## src/rtl/pong_pkg.sv

```systemverilog
// pong_pkg
// Shared definitions for the Pong display path: default VGA 640x480@60 timing,
// the 10-bit screen coordinate type, the packed 2-bit-per-channel colour type,
// the colour palette, and the power-on shadow positions.
// No ports (package).
package pong_pkg;

  // Screen coordinate, wide enough for both counters (0..799 and 0..524).
  typedef logic [9:0] coord_t;

  // One pixel colour, 2 bits per channel, packed as {r, g, b}.
  typedef struct packed {
    logic [1:0] r;
    logic [1:0] g;
    logic [1:0] b;
  } rgb_t;

  // Default 640x480@60 timing (25.175 MHz pixel clock).
  localparam int H_ACTIVE_DEF = 640;
  localparam int H_FP_DEF     = 16;
  localparam int H_SYNC_DEF   = 96;
  localparam int H_BP_DEF     = 48;
  localparam int V_ACTIVE_DEF = 480;
  localparam int V_FP_DEF     = 10;
  localparam int V_SYNC_DEF   = 2;
  localparam int V_BP_DEF     = 33;

  // Colour palette.
  localparam rgb_t COL_BALL   = '{r: 2'd3, g: 2'd3, b: 2'd3};
  localparam rgb_t COL_PADDLE = '{r: 2'd0, g: 2'd3, b: 2'd0};
  localparam rgb_t COL_NET    = '{r: 2'd1, g: 2'd1, b: 2'd1};
  localparam rgb_t COL_BG     = '{r: 2'd0, g: 2'd0, b: 2'd0};

  // The net is two pixels wide, straddling the screen centre.
  localparam coord_t NET_X0 = 10'd319;
  localparam coord_t NET_X1 = 10'd320;

  // Shadow positions before the first snapshot: ball centred, paddle centred.
  localparam coord_t RST_BALL_X   = 10'd320;
  localparam coord_t RST_BALL_Y   = 10'd240;
  localparam coord_t RST_PADDLE_Y = 10'd210;

endpackage

```

## src/rtl/pong_vga_renderer_timing.sv

```systemverilog
// vga_timing
// Free-running horizontal/vertical raster counters plus the combinational
// decodes derived from them. All decodes describe the current counter state;
// the renderer registers them so they stay aligned with the pixel colour.
// Ports:
//   clk, rst_n   pixel clock, asynchronous active-low reset
//   o_h_cnt      current column, 0 .. H_TOTAL-1
//   o_v_cnt      current line,   0 .. V_TOTAL-1
//   o_visible    counters are inside the visible region
//   o_hsync_n    horizontal sync level (active-low)
//   o_vsync_n    vertical sync level (active-low)
//   o_snap       first cycle of vertical blanking, i.e. counters at (0, V_ACTIVE)
module vga_timing
  import pong_pkg::*;
#(
  parameter int H_ACTIVE = H_ACTIVE_DEF,
  parameter int H_FP     = H_FP_DEF,
  parameter int H_SYNC   = H_SYNC_DEF,
  parameter int H_BP     = H_BP_DEF,
  parameter int V_ACTIVE = V_ACTIVE_DEF,
  parameter int V_FP     = V_FP_DEF,
  parameter int V_SYNC   = V_SYNC_DEF,
  parameter int V_BP     = V_BP_DEF
) (
  input  logic       clk,
  input  logic       rst_n,
  output logic [9:0] o_h_cnt,
  output logic [9:0] o_v_cnt,
  output logic       o_visible,
  output logic       o_hsync_n,
  output logic       o_vsync_n,
  output logic       o_snap
);

  localparam int H_TOTAL = H_ACTIVE + H_FP + H_SYNC + H_BP;
  localparam int V_TOTAL = V_ACTIVE + V_FP + V_SYNC + V_BP;

  coord_t r_h_cnt;
  coord_t r_v_cnt;

  // Raster scan: the column counter wraps every line and carries into the
  // line counter, which wraps once per frame.
  always_ff @(posedge clk or negedge rst_n) begin
    if (!rst_n) begin
      r_h_cnt <= '0;
      r_v_cnt <= '0;
    end else if (r_h_cnt == coord_t'(H_TOTAL - 1)) begin
      r_h_cnt <= '0;
      r_v_cnt <= (r_v_cnt == coord_t'(V_TOTAL - 1)) ? '0 : r_v_cnt + 10'd1;
    end else begin
      r_h_cnt <= r_h_cnt + 10'd1;
    end
  end

  assign o_h_cnt   = r_h_cnt;
  assign o_v_cnt   = r_v_cnt;
  assign o_visible = (r_h_cnt < coord_t'(H_ACTIVE)) && (r_v_cnt < coord_t'(V_ACTIVE));
  assign o_hsync_n = !((r_h_cnt >= coord_t'(H_ACTIVE + H_FP)) &&
                       (r_h_cnt <  coord_t'(H_ACTIVE + H_FP + H_SYNC)));
  assign o_vsync_n = !((r_v_cnt >= coord_t'(V_ACTIVE + V_FP)) &&
                       (r_v_cnt <  coord_t'(V_ACTIVE + V_FP + V_SYNC)));
  assign o_snap    = (r_h_cnt == '0) && (r_v_cnt == coord_t'(V_ACTIVE));

endmodule

```

## src/rtl/pong_vga_renderer.sv

```systemverilog
// pong_vga_renderer
// Draws the Pong playfield onto a VGA raster. Game positions are captured into
// shadow registers once per frame at the start of vertical blanking so the
// visible image never tears; each pixel is then coloured by hit-testing the
// ball, paddle and net against the shadow positions. All outputs are
// registered and share one cycle of latency from the raster counters.
// Ports:
//   clk, rst_n             pixel clock, asynchronous active-low reset
//   i_ball_x, i_ball_y     ball top-left corner (game coordinates)
//   i_paddle_y             paddle top edge; paddle spans columns 0..PADDLE_WIDTH-1
//   o_hsync, o_vsync       active-low sync pulses
//   o_red/o_green/o_blue   2-bit colour channels, 0 outside the visible region
//   o_active               pixel on the outputs is visible
//   o_frame_tick           one-cycle pulse, shadow positions just reloaded
module pong_vga_renderer
  import pong_pkg::*;
#(
  parameter int H_ACTIVE      = H_ACTIVE_DEF,
  parameter int H_FP          = H_FP_DEF,
  parameter int H_SYNC        = H_SYNC_DEF,
  parameter int H_BP          = H_BP_DEF,
  parameter int V_ACTIVE      = V_ACTIVE_DEF,
  parameter int V_FP          = V_FP_DEF,
  parameter int V_SYNC        = V_SYNC_DEF,
  parameter int V_BP          = V_BP_DEF,
  parameter int BALL_SIZE     = 10,
  parameter int PADDLE_WIDTH  = 10,
  parameter int PADDLE_HEIGHT = 60
) (
  input  logic       clk,
  input  logic       rst_n,
  input  logic [9:0] i_ball_x,
  input  logic [9:0] i_ball_y,
  input  logic [9:0] i_paddle_y,
  output logic       o_hsync,
  output logic       o_vsync,
  output logic [1:0] o_red,
  output logic [1:0] o_green,
  output logic [1:0] o_blue,
  output logic       o_active,
  output logic       o_frame_tick
);

  coord_t w_h_cnt;
  coord_t w_v_cnt;
  logic   w_visible;
  logic   w_hsync_n;
  logic   w_vsync_n;
  logic   w_snap;

  vga_timing #(
    .H_ACTIVE (H_ACTIVE),
    .H_FP     (H_FP),
    .H_SYNC   (H_SYNC),
    .H_BP     (H_BP),
    .V_ACTIVE (V_ACTIVE),
    .V_FP     (V_FP),
    .V_SYNC   (V_SYNC),
    .V_BP     (V_BP)
  ) u_timing (
    .clk       (clk),
    .rst_n     (rst_n),
    .o_h_cnt   (w_h_cnt),
    .o_v_cnt   (w_v_cnt),
    .o_visible (w_visible),
    .o_hsync_n (w_hsync_n),
    .o_vsync_n (w_vsync_n),
    .o_snap    (w_snap)
  );

  coord_t r_ball_x;
  coord_t r_ball_y;
  coord_t r_paddle_y;

  // Shadow positions: the game inputs are only looked at on the snapshot
  // cycle, so a position change mid-frame shows up in the next frame.
  always_ff @(posedge clk or negedge rst_n) begin
    if (!rst_n) begin
      r_ball_x   <= RST_BALL_X;
      r_ball_y   <= RST_BALL_Y;
      r_paddle_y <= RST_PADDLE_Y;
    end else if (w_snap) begin
      r_ball_x   <= i_ball_x;
      r_ball_y   <= i_ball_y;
      r_paddle_y <= i_paddle_y;
    end
  end

  // Hit tests widened to 11 bits so position + size can never wrap; a ball
  // near the right edge therefore just runs off-screen instead of reappearing
  // at column 0.
  logic [10:0] w_x;
  logic [10:0] w_y;
  logic        w_ball_hit;
  logic        w_paddle_hit;
  logic        w_net_hit;

  assign w_x = {1'b0, w_h_cnt};
  assign w_y = {1'b0, w_v_cnt};

  assign w_ball_hit = (w_x >= {1'b0, r_ball_x}) &&
                      (w_x <  {1'b0, r_ball_x} + 11'(BALL_SIZE)) &&
                      (w_y >= {1'b0, r_ball_y}) &&
                      (w_y <  {1'b0, r_ball_y} + 11'(BALL_SIZE));

  assign w_paddle_hit = (w_x <  11'(PADDLE_WIDTH)) &&
                        (w_y >= {1'b0, r_paddle_y}) &&
                        (w_y <  {1'b0, r_paddle_y} + 11'(PADDLE_HEIGHT));

  // Dashed net: 8 lines drawn, 8 lines skipped.
  assign w_net_hit = ((w_h_cnt == NET_X0) || (w_h_cnt == NET_X1)) && !w_v_cnt[3];

  rgb_t w_pixel;

  // Priority mux; blanking forces black whatever the hit tests say.
  always_comb begin
    w_pixel = COL_BG;
    if (w_visible) begin
      if (w_ball_hit) begin
        w_pixel = COL_BALL;
      end else if (w_paddle_hit) begin
        w_pixel = COL_PADDLE;
      end else if (w_net_hit) begin
        w_pixel = COL_NET;
      end
    end
  end

  logic r_hsync;
  logic r_vsync;
  rgb_t r_pixel;
  logic r_active;
  logic r_frame_tick;

  // Output stage: every output goes through one register so sync, active
  // and colour leave the block on the same cycle.
  always_ff @(posedge clk or negedge rst_n) begin
    if (!rst_n) begin
      r_hsync      <= 1'b1;
      r_vsync      <= 1'b1;
      r_pixel      <= COL_BG;
      r_active     <= 1'b0;
      r_frame_tick <= 1'b0;
    end else begin
      r_hsync      <= w_hsync_n;
      r_vsync      <= w_vsync_n;
      r_pixel      <= w_pixel;
      r_active     <= w_visible;
      r_frame_tick <= w_snap;
    end
  end

  assign o_hsync      = r_hsync;
  assign o_vsync      = r_vsync;
  assign o_red        = r_pixel.r;
  assign o_green      = r_pixel.g;
  assign o_blue       = r_pixel.b;
  assign o_active     = r_active;
  assign o_frame_tick = r_frame_tick;

endmodule

```

## config.mk

```make
export PLATFORM = sky130hd
export DESIGN_NAME = pong_vga_renderer
export DESIGN_NICKNAME = d
export VERILOG_FILES = /design/src/rtl/pong_pkg.sv /design/src/rtl/pong_vga_renderer_timing.sv /design/src/rtl/pong_vga_renderer.sv
export SDC_FILE = /design/constraint.sdc
export NUM_CORES = 1
export LEC_CHECK = 0
export CORE_MARGIN = 5
export CORE_UTILIZATION = 40
export DETAILED_ROUTE_END_ITERATION = 8
export SLEW_MARGIN = 20
export SYNTH_ARGS = -nofsm -noshare
export SYNTH_HDL_FRONTEND = slang
export SYNTH_HIERARCHICAL = 1
export SYNTH_SLANG_ARGS = --single-unit
export TNS_END_PERCENT = 10
```

## constraint.sdc

```tcl
create_clock -name clk -period 3.4 [get_ports clk]
set_clock_uncertainty 0.2 [all_clocks]
set_input_delay 0.68 -clock clk [delete_from_list [all_inputs] [get_ports clk]]
set_output_delay 0.68 -clock clk [all_outputs]
set_load 0.005 [all_outputs]
```

==> impl_results.md <==
- Synthesized flop and latch total: 58
- Width of the die: 111 µm
- Syn_nets: 530
- Clock tree buffer depth: 2
- Required time at the endpoint of the critical path: 3.42 ns
- Post-Synthesis Cell Area: 4090 µm²
- Dpl cell area: 4660 µm²
- Share of cells above drive strength 1: 0.0986
- Worst Setup Slack post-DPL: 0.521 ns
- Count of input and output buffers: 41
- Worst-case vdd ir drop: 0.000129 V
- Number of setup violations in the final report: 0
- Core area: 10,100 µm²
- Relative slew slack: 0.508
- Endpoint type of the worst setup path: flop
- Clock Pin Slew Worst Setup and Hold Paths: 0.06 ns
- # H-tree levels: 3
- Post-synth top flop: sky130_fd_sc_hd__dfrtp_1
- Switching share of power: 0.222
- Final Instance Area: 4830 µm²
- Post-detailed-route count of antenna-violating nets: 0
- Count of endpoints failing hold in the final timing report: 0
- Clock period minus worst slack: 2.89 ns
- Result of the run: finished, final reports clean
- Drt initial violations: 93
- Area delta synth->final: 18.2%
- RePlAce Congestion: 0.871
- Overflow left after global routing: 0
- Count of flip-flops with a built-in enable after synthesis: 0
- Worst setup margin: 0.506 ns
- Share of synthesized area occupied by flip-flops and latches: 0.359
- Post-cts hold buffer count: 0
- Die area: 12,300 µm²
- Count of pins on the block boundary: 42
- HPWL Detailed: 7380 µm
- Clock insertion delay at the later pin of the skew report: 0.34 ns
- Critical path peak fanout: 4
- Number of global-route vias before repair: 3,428
- Leak pwr: 2.30 nW
- Worst hold slack: 0.290 ns
- Category of the worst setup path launch point: flop
- Final clock period utilization by the worst path: 0.851
- Clock Root Buffer: sky130_fd_sc_hd__clkbuf_8
- Psw: 0.292 mW
- Total number of placement rows: 37
- DR vias: 3,318
- Timing-limited maximum frequency: 0.346 GHz
- Arrival @ worst endpoint: 2.92 ns
- Setup bufs post-CTS: 0
- Average routed wire per standard cell: 15.7 µm
- Antenna cell count: 0
- Avg Cell Area, Syn: 9.40 µm²
- Post-layout net count: 577
- Cell area power density: 272 nW/µm²
- Count of distinct cell types in the synthesized netlist: 58
- Number of detailed-routing iterations run before antenna repair: 4
- Part of the power in registers: 0.525
- Final-layout setup total negative slack: 0 ns
- Number of warnings issued by yosys: 6
- Number of max-cap violations: 0
- Unrepaired setup endpoints after global routing: no
- Final-layout fill cell count: 972
- Worst hold-check path type: in2async
- Final Routed Wirelength: 9760 µm
- GRT Util Overall: 0.165
- Initial core utilization: 0.403
- Vias per cell: 5.33
- Slew Viols, Final: 0
- CTS Buf Count: 9
- Number of remaining DRC errors: 0
- Initial antenna violation count: 0
- Share of power burned in the clock network: 0.438
- Total of cells resized after clock tree synthesis: 0
- Synthesized instance count: 435
- Final core utilization: 0.477
- Clock tree from TritonCTS: yes
- Cell internal pwr: 1.02 mW
- Die Height: 111 µm
- Num Clock Sinks: 58
- Global-route wire length before repair: 16,600 µm
- Pin count of the biggest net entering global routing: 59
- Actual slew at the worst max-slew pin: 0.738 ns
- Combinational share of power: 0.037
- Fraction of registers with async set/reset: 1.00
- WS Path Type: reg2reg
cell usage after synthesis, drive strengths merged, types with 3 or more instances:
library cell,instances,area share
a21oi,21,0.027
or3,4,0.0064
nor2,18,0.017
mux2,3,0.0083
and3,3,0.0046
o31ai,3,0.0055
nand2,40,0.037
or4,3,0.0073
buf,3,0.0046
o21a,3,0.0055
nor4,8,0.016
o2111ai,3,0.0064
ha,63,0.19
o21ai,41,0.050
dfrtp,46,0.28
clkbuf,8,0.0077
xnor2,27,0.058
nor2b,5,0.0077
nand3,16,0.020
nand2b,4,0.0061
xor2,6,0.013
dfstp,12,0.077
a21o,6,0.011
nand4,16,0.026
inv,38,0.036
a211oi,4,0.0073
nor3,7,0.0086
through the flow:
stage / power [mW] / std cells
floorplan: 0.703 / 435
global placement: 0.752 / 607
detailed placement: 0.753 / 607
CTS: 1.33 / 623
global route: 1.37 / 623
finish: 1.31 / 623
sequential cells by signal (all words and copies together) (netlist names):
register          flops
r_ball_y             10
o_hsync               1
u_timing/o_v_cnt     10
r_ball_x             10
o_blue                2
o_vsync               1
u_timing/o_h_cnt     10
r_paddle_y           10
o_green               2
o_frame_tick          1
o_active              1
power groups by stage:
stage | sequential, mW | combinational, mW | clock (mW)
global route | 0.690 | 0.0539 | 0.621
detailed placement | 0.703 | 0.0499 | 0
CTS | 0.691 | 0.0503 | 0.591
finish | 0.691 | 0.0485 | 0.575
global placement | 0.703 | 0.0494 | 0
floorplan | 0.703 | 0.0000302 | 0
logic make-up (layout without fill, tap and decap cells):
family	after synthesis	count (layout)	synth area share
xor+xnor	33	33	0.0707
simple gates	134	134	0.176
fa+ha+maj	63	63	0.193
buf+inv	49	101	0.0478
compound gates	95	95	0.145
mux	3	3	0.00826
flops	58	58	0.359
metal layers:
layer / GRT usage / vias to the layer above / routed length (µm)
li1: - / 1657 / -
met1: 0.209 / 1571 / 4620
met2: 0.280 / 69 / 4520
met3: 0.0355 / 21 / 337
met4: 0.0560 / 0 / 278
met5: 0 / - / 0
cell usage in the layout, fill, tap and decap left out, types with 4 or more instances in the layout:
cell and n:
sky130_fd_sc_hd__a21oi_1 20, sky130_fd_sc_hd__xnor2_1 27, sky130_fd_sc_hd__inv_1 35, sky130_fd_sc_hd__nor2_1 18, sky130_fd_sc_hd__nand3_1 16, sky130_fd_sc_hd__clkbuf_8 11, sky130_fd_sc_hd__nand2_1 40, sky130_fd_sc_hd__clkdlybuf4s50_1 40
sky130_fd_sc_hd__nor2b_1 5, sky130_fd_sc_hd__xor2_1 6, sky130_fd_sc_hd__o21ai_0 40, sky130_fd_sc_hd__a211oi_1 4, sky130_fd_sc_hd__nand4_1 15, sky130_fd_sc_hd__dfrtp_1 46, sky130_fd_sc_hd__nor3_1 7, sky130_fd_sc_hd__nand2b_1 4
sky130_fd_sc_hd__a21o_1 6, sky130_fd_sc_hd__buf_4 6, sky130_fd_sc_hd__ha_1 63, sky130_fd_sc_hd__nor4_1 7, sky130_fd_sc_hd__dfstp_2 12
worst max-delay path, stage by stage (launching register included):
cell	delay, ns
sky130_fd_sc_hd__dfstp_2	0.56
sky130_fd_sc_hd__inv_2	0.06
sky130_fd_sc_hd__nor3_1	0.42
sky130_fd_sc_hd__nand3_1	0.16
sky130_fd_sc_hd__xnor2_1	0.15
sky130_fd_sc_hd__ha_1	0.31
sky130_fd_sc_hd__o2111ai_1	0.12
sky130_fd_sc_hd__a21o_1	0.18
sky130_fd_sc_hd__a32oi_1	0.31
sky130_fd_sc_hd__nor4_4	0.10
sky130_fd_sc_hd__or2_1	0.23
path summary, 6_finish.rpt:
kind / startpoint / to / slack [ns] / depth (start not counted)
worst max-delay path: r_ball_y[4] / o_blue[0] / 0.51 / 10
worst min register to register: r_paddle_y[0] / r_paddle_y[0] / 0.32 / 1
max in group asynchronous: rst_n / r_ball_x[3] / 2.22 / 2
min in group clk: r_paddle_y[0] / r_paddle_y[0] / 0.32 / 1
worst min-delay path: rst_n / u_timing/o_v_cnt[3] / 0.29 / 2
worst max register to register: r_ball_y[4] / o_blue[0] / 0.51 / 10
layout make-up:
| type | count | area [µm²] | area share |
|---|---|---|---|
| clock buffer | 13 | 159 | 0.0329 |
| clock inverter | 3 | 15.0 | 0.00311 |
| timing repair buffer | 47 | 450 | 0.0932 |
| tap | 136 | 170 | 0.0352 |
| sequential | 58 | 1470 | 0.303 |
| inverter | 38 | 145 | 0.0300 |
| multi-input combinational | 328 | 2430 | 0.502 |
(Power assumes the default switching activity.)
==> variant 1: new RTL, same flow settings <==
Reset style: synchronous (`rst_n`), changed in 3 clocked blocks. Comments in the files are not updated.
--- a/src/rtl/pong_vga_renderer_timing.sv
+++ b/src/rtl/pong_vga_renderer_timing.sv
@@ -41,5 +41,5 @@
   // Raster scan: the column counter wraps every line and carries into the
   // line counter, which wraps once per frame.
-  always_ff @(posedge clk or negedge rst_n) begin
+  always_ff @(posedge clk) begin
     if (!rst_n) begin
       r_h_cnt <= '0;
--- a/src/rtl/pong_vga_renderer.sv
+++ b/src/rtl/pong_vga_renderer.sv
@@ -75,5 +75,5 @@
   // Shadow positions: the game inputs are only looked at on the snapshot
   // cycle, so a position change mid-frame shows up in the next frame.
-  always_ff @(posedge clk or negedge rst_n) begin
+  always_ff @(posedge clk) begin
     if (!rst_n) begin
       r_ball_x   <= RST_BALL_X;
@@ -135,5 +135,5 @@
   // Output stage: every output goes through one register so sync, active
   // and colour leave the block on the same cycle.
-  always_ff @(posedge clk or negedge rst_n) begin
+  always_ff @(posedge clk) begin
     if (!rst_n) begin
       r_hsync      <= 1'b1;
Function: differs if rst_n is asserted again (counterexample within 4 cycles, from zero or initial values and one cycle with rst_n low); with rst_n held inactive, the same outputs for 10 cycles.
==> variant 1 against the original RTL <==
Via count is 1.7% higher; cell count is 2.7% higher; wire length is 4.3% lower; maximum frequency is 9.6% higher; sequential cell count stayed put; area after synthesis is 1.4% lower; power is 1.0% higher; design area is 1.1% lower; worst setup slack better by 0.25 ns; sequential share of layout area is 6.0 points lower; critical path type unchanged; largest cell class unchanged; highest routed layer unchanged.
==> variant 1: results <==
# TYPE chip_impl_metric gauge
chip_impl_metric{name="peakVddDrop",unit="uV"} 158
chip_impl_metric{name="grt_first_pass_wirelength",unit="mm"} 16.0
chip_impl_info{name="cp_slowest_cell",value="sky130_fd_sc_hd__or3b_2"} 1
chip_impl_metric{name="ys_seq_area_frac",unit=""} 0.288
chip_impl_metric{name="sw_pwr",unit="W"} 0.000319
chip_impl_metric{name="actual_slew_at_the_worst_max_slew_pin",unit="ns"} 0.574
chip_impl_metric{name="drive_above_1_share",unit=""} 0.0611
chip_impl_metric{name="dpl_cell_area",unit="um2"} 4610
chip_impl_info{name="run_status",value="complete, no violations"} 1
chip_impl_info{name="min-delay-path-class",value="flip-flop to flip-flop"} 1
chip_impl_metric{name="asyncSetResetFlopFracSynth",unit=""} 0
chip_impl_metric{name="critical_path_peak_fanout",unit=""} 5
chip_impl_metric{name="filler_cell_count",unit=""} 986
chip_impl_metric{name="synth_mux_area_frac",unit=""} 0.0546
chip_impl_metric{name="syn-num-nets",unit=""} 551
chip_impl_metric{name="max_stage_delay",unit="ns"} 0.48
chip_impl_metric{name="grt_pass1_vias",unit=""} 3361
chip_impl_metric{name="grt_max_degree",unit=""} 43
chip_impl_info{name="yosys_most_used_dff",value="sky130_fd_sc_hd__dfxtp_1"} 1
chip_impl_metric{name="gr-usage-all-layers",unit=""} 0.167
chip_impl_metric{name="drt-initial-drc-count",unit=""} 133
chip_impl_metric{name="synth_compound_gate_area_share",unit=""} 0.129
chip_impl_metric{name="dp.final_hpwl",unit="mm"} 6.99
chip_impl_metric{name="postRouteWirelength",unit="mm"} 9.33
chip_impl_metric{name="gpl.final_weighted_congestion",unit=""} 0.797
chip_impl_metric{name="leakage",unit="nW"} 1.91
chip_impl_metric{name="post_synth_xor_area_fraction",unit=""} 0.0695
chip_impl_metric{name="worstPathArrival",unit="ns"} 2.72
chip_impl_metric{name="synth-adder-area-share",unit=""} 0.196
[variant 1: changes by cell type after synthesis, sizes merged, moves of 12 or more]
cell | before | now
dfxtp | 0 | 58
mux2i | 0 | 22
nor2b | 5 | 21
dfrtp | 46 | 0
o21ai | 41 | 18
nand2 | 40 | 27
dfstp | 12 | 0
[variant 1: critical path, delay by kind of cell (launching register included)]
kind	cells	cell delay, ns
AOI/OAI and AO/OA	4	0.52
xor gates and xnor gates	1	0.14
adders and majority gates	2	0.49
DFF	1	0.40
and+or+nand+nor	3	0.84
[variant 1: area by class of cell]
cell class	instances	share of cell area
clock inverters	5	0.00628
clock buffers	11	0.0296
repair buffers	49	0.101
well taps	133	0.0348
inverters	39	0.0306
flip-flops and latches	58	0.243
multi-input cells	345	0.555
[variant 1: power groups by stage]
stage | logic, W | clock network [W] | registers [W]
3_5_place_dp | 0.0000698 | 0 | 0.000706
5_1_grt | 0.0000774 | 0.000622 | 0.000691
2_1_floorplan | 0.0000238 | 0 | 0.000704
3_3_place_gp | 0.0000693 | 0 | 0.000706
4_1_cts | 0.0000703 | 0.000593 | 0.000690
6_report | 0.0000692 | 0.000568 | 0.000690
[variant 1: routing by layer]
layer / track usage / routed length [um] / vias up
met5: 0 / 0 / -
met3: 0.0291 / 300 / 14
met2: 0.263 / 4220 / 66
met4: 0.0545 / 153 / 0
li1: - / - / 1727
met1: 0.231 / 4660 / 1568
[variant 1: kinds of logic (layout without fill, tap and decap cells)]
logic type	count (synthesis)	in the layout
AO/OA/AOI/OAI	80	80
XOR/XNOR	32	32
flip-flops	58	58
adder cells (fa/ha/maj)	63	63
buffers and inverters	53	104
multiplexers	22	22
AND/OR/NAND/NOR	148	148
[variant 1: path summary, 6_finish.rpt]
kind | startpoint | cells past startpoint | slack [ns] | end
min | r_paddle_y[1] | 2 | 0.29 | r_paddle_y[1]
max | r_ball_y[1] | 10 | 0.76 | o_green[0]
max reg2reg | r_ball_y[1] | 10 | 0.76 | o_green[0]
min reg2reg | r_paddle_y[1] | 2 | 0.29 | r_paddle_y[1]
[variant 1: stage by stage]
stage	total power, W	worst slack (ns)	cells	hold WS (ns)	util
after global routing	0.00139	0.565	640	0.337	0.487
after floorplan	0.000727	0.933	456	0.252	-
final	0.00133	0.760	640	0.288	0.487
after CTS	0.00135	0.740	640	0.296	0.487
after global placement	0.000775	0.812	624	0.280	0.469
after detailed placement	0.000776	0.758	624	0.287	0.469
==> variant 2: new RTL, config.mk and constraints unchanged <==
Made on the original files. The parameter `PADDLE_WIDTH` goes from 10 to 5.
--- a/src/rtl/pong_vga_renderer.sv
+++ b/src/rtl/pong_vga_renderer.sv
@@ -25,5 +25,5 @@
   parameter int V_BP          = V_BP_DEF,
   parameter int BALL_SIZE     = 10,
-  parameter int PADDLE_WIDTH  = 10,
+  parameter int PADDLE_WIDTH  = 5,
   parameter int PADDLE_HEIGHT = 60
 ) (
Function: no difference found for any inputs over 10 cycles, from zero or initial values and one cycle with rst_n low; that may be too few to reach the edited logic, so the function may still have changed.
==> variant 2 against the original RTL <==
Area after synthesis rose by 0.80%; wire length rose by 1.7%; design area rose by 2.0%; power rose by 11%; synthesized cell count rose by 0.92%; sequential cell count did not move; combinational power rose by 2%; worst setup slack improved by 0.0020 ns.
==> variant 2: results <==
# TYPE chip_impl_metric gauge
chip_impl_info{name="run_status",value="complete, no violations"} 1
chip_impl_metric{name="synthCells",unit=""} 439
chip_impl_metric{name="gr-usage-all-layers",unit=""} 0.165
chip_impl_metric{name="actual_slew_at_the_worst_max_slew_pin",unit="ns"} 0.702
chip_impl_metric{name="dr_total_vias",unit=""} 3372
chip_impl_metric{name="grt_pass1_vias",unit=""} 3279
chip_impl_metric{name="post-place-cells",unit=""} 612
chip_impl_metric{name="syn-num-nets",unit=""} 534
chip_impl_info{name="synth_commonest_cells",value="sky130_fd_sc_hd__ha_1 (63), sky130_fd_sc_hd__dfrtp_1 (46), sky130_fd_sc_hd__o21ai_0 (43), sky130_fd_sc_hd__nand2_1 (40), sky130_fd_sc_hd__inv_1 (35)"} 1
chip_impl_metric{name="finish.net_count",unit=""} 582
chip_impl_info{name="cp_slowest_cell",value="sky130_fd_sc_hd__dfrtp_1"} 1
chip_impl_metric{name="reg_clk_slew_reported_paths",unit="ns"} 0.07
chip_impl_metric{name="worstPathArrival",unit="ns"} 2.90
chip_impl_metric{name="grt_max_degree",unit=""} 32
chip_impl_metric{name="grt_first_pass_wirelength",unit="mm"} 16.6
chip_impl_metric{name="postRouteWirelength",unit="mm"} 9.92
chip_impl_metric{name="critical_path_peak_fanout",unit=""} 3
chip_impl_metric{name="avgViaCountPerCell",unit=""} 5.37
chip_impl_metric{name="cell_internal_power",unit="W"} 0.00115
chip_impl_metric{name="ys_seq_area_frac",unit=""} 0.356
chip_impl_info{name="post_synth_main_area_contributors",value="sky130_fd_sc_hd__dfrtp_1 (28%), sky130_fd_sc_hd__ha_1 (19%), sky130_fd_sc_hd__dfstp_2 (7.7%)"} 1
chip_impl_metric{name="filler_cell_count",unit=""} 996
chip_impl_metric{name="drive_above_1_share",unit=""} 0.110
chip_impl_metric{name="synth.distinct_cells",unit=""} 51
chip_impl_metric{name="max_stage_delay",unit="ns"} 0.41
chip_impl_metric{name="drt-initial-drc-count",unit=""} 175
chip_impl_metric{name="place_worst_setup_slack",unit="ns"} 0.510
chip_impl_metric{name="peakVddDrop",unit="uV"} 159
chip_impl_metric{name="gpl.final_weighted_congestion",unit=""} 0.808
chip_impl_metric{name="dp.final_hpwl",unit="mm"} 7.66
chip_impl_metric{name="leakage",unit="nW"} 2.36
==> variant 2: cell families (layout without fill, tap and decap cells) <==
kind of cell,count (synthesis),in the layout,share of synthesized area
AO/OA/AOI/OAI,91,91,0.141
buffers and inverters,50,103,0.0483
adder cells (fa/ha/maj),63,63,0.191
flip-flops,58,58,0.356
multiplexers,3,3,0.00820
AND/OR/NAND/NOR,141,141,0.185
XOR/XNOR,33,33,0.0701
==> variant 2: final cells by class <==
class	instances	area share
clock inverter	5	0.0157
multi-input combinational	331	0.498
clock buffer	11	0.0287
inverter	39	0.0302
sequential	58	0.297
tap	136	0.0345
timing repair buffer	48	0.0954
==> variant 2: routing by layer <==
metal / GRT usage / vias to the layer above / part of all wire
li1: - / 1661 / -
met1: 0.214 / 1630 / 0.46
met2: 0.273 / 69 / 0.48
met3: 0.0386 / 12 / 0.052
met4: 0.0503 / 0 / 0.013
met5: 0 / - / 0
==> variant 2: power groups by stage <==
stage / Combinational [W] / Sequential, W / Clock [W]
after global placement: 0.0000507 / 0.000703 / 0
after CTS: 0.0000511 / 0.000690 / 0.000733
after global routing: 0.0000552 / 0.000690 / 0.000761
after detailed placement: 0.0000508 / 0.000703 / 0
after floorplan: 0.0000000302 / 0.000703 / 0
final: 0.0000494 / 0.000691 / 0.000714
==> variant 2: worst register-to-register path, delay by kind of cell, from the launching register on <==
| family | cells | cell delay (ns) |
|---|---|---|
| buf+inv | 1 | 0.11 |
| compound gates | 2 | 0.42 |
| xor+xnor | 1 | 0.08 |
| fa+ha+maj | 2 | 0.48 |
| flops | 1 | 0.41 |
| simple gates | 5 | 1.07 |
==> variant 2: path summary, 6_finish.rpt <==
check / start / to / slack [ns] / cells after the start
setup / recovery: r_paddle_y[2] / o_green[0] / 0.51 / 11
hold / removal: rst_n / u_timing/o_v_cnt[2] / 0.19 / 1
setup reg to reg: r_paddle_y[2] / o_green[0] / 0.51 / 11
hold reg to reg: r_ball_y[0] / r_ball_y[0] / 0.34 / 1
max in group asynchronous: rst_n / r_paddle_y[6] / 2.07 / 2
min in group clk: r_ball_y[0] / r_ball_y[0] / 0.34 / 1
==> variant 2: through the flow <==
stage	power, W	instance area, um2
after floorplan	0.000703	4120
after global placement	0.000754	4710
after detailed placement	0.000754	4710
after CTS	0.00147	4930
after global routing	0.00151	4930
final	0.00145	4930
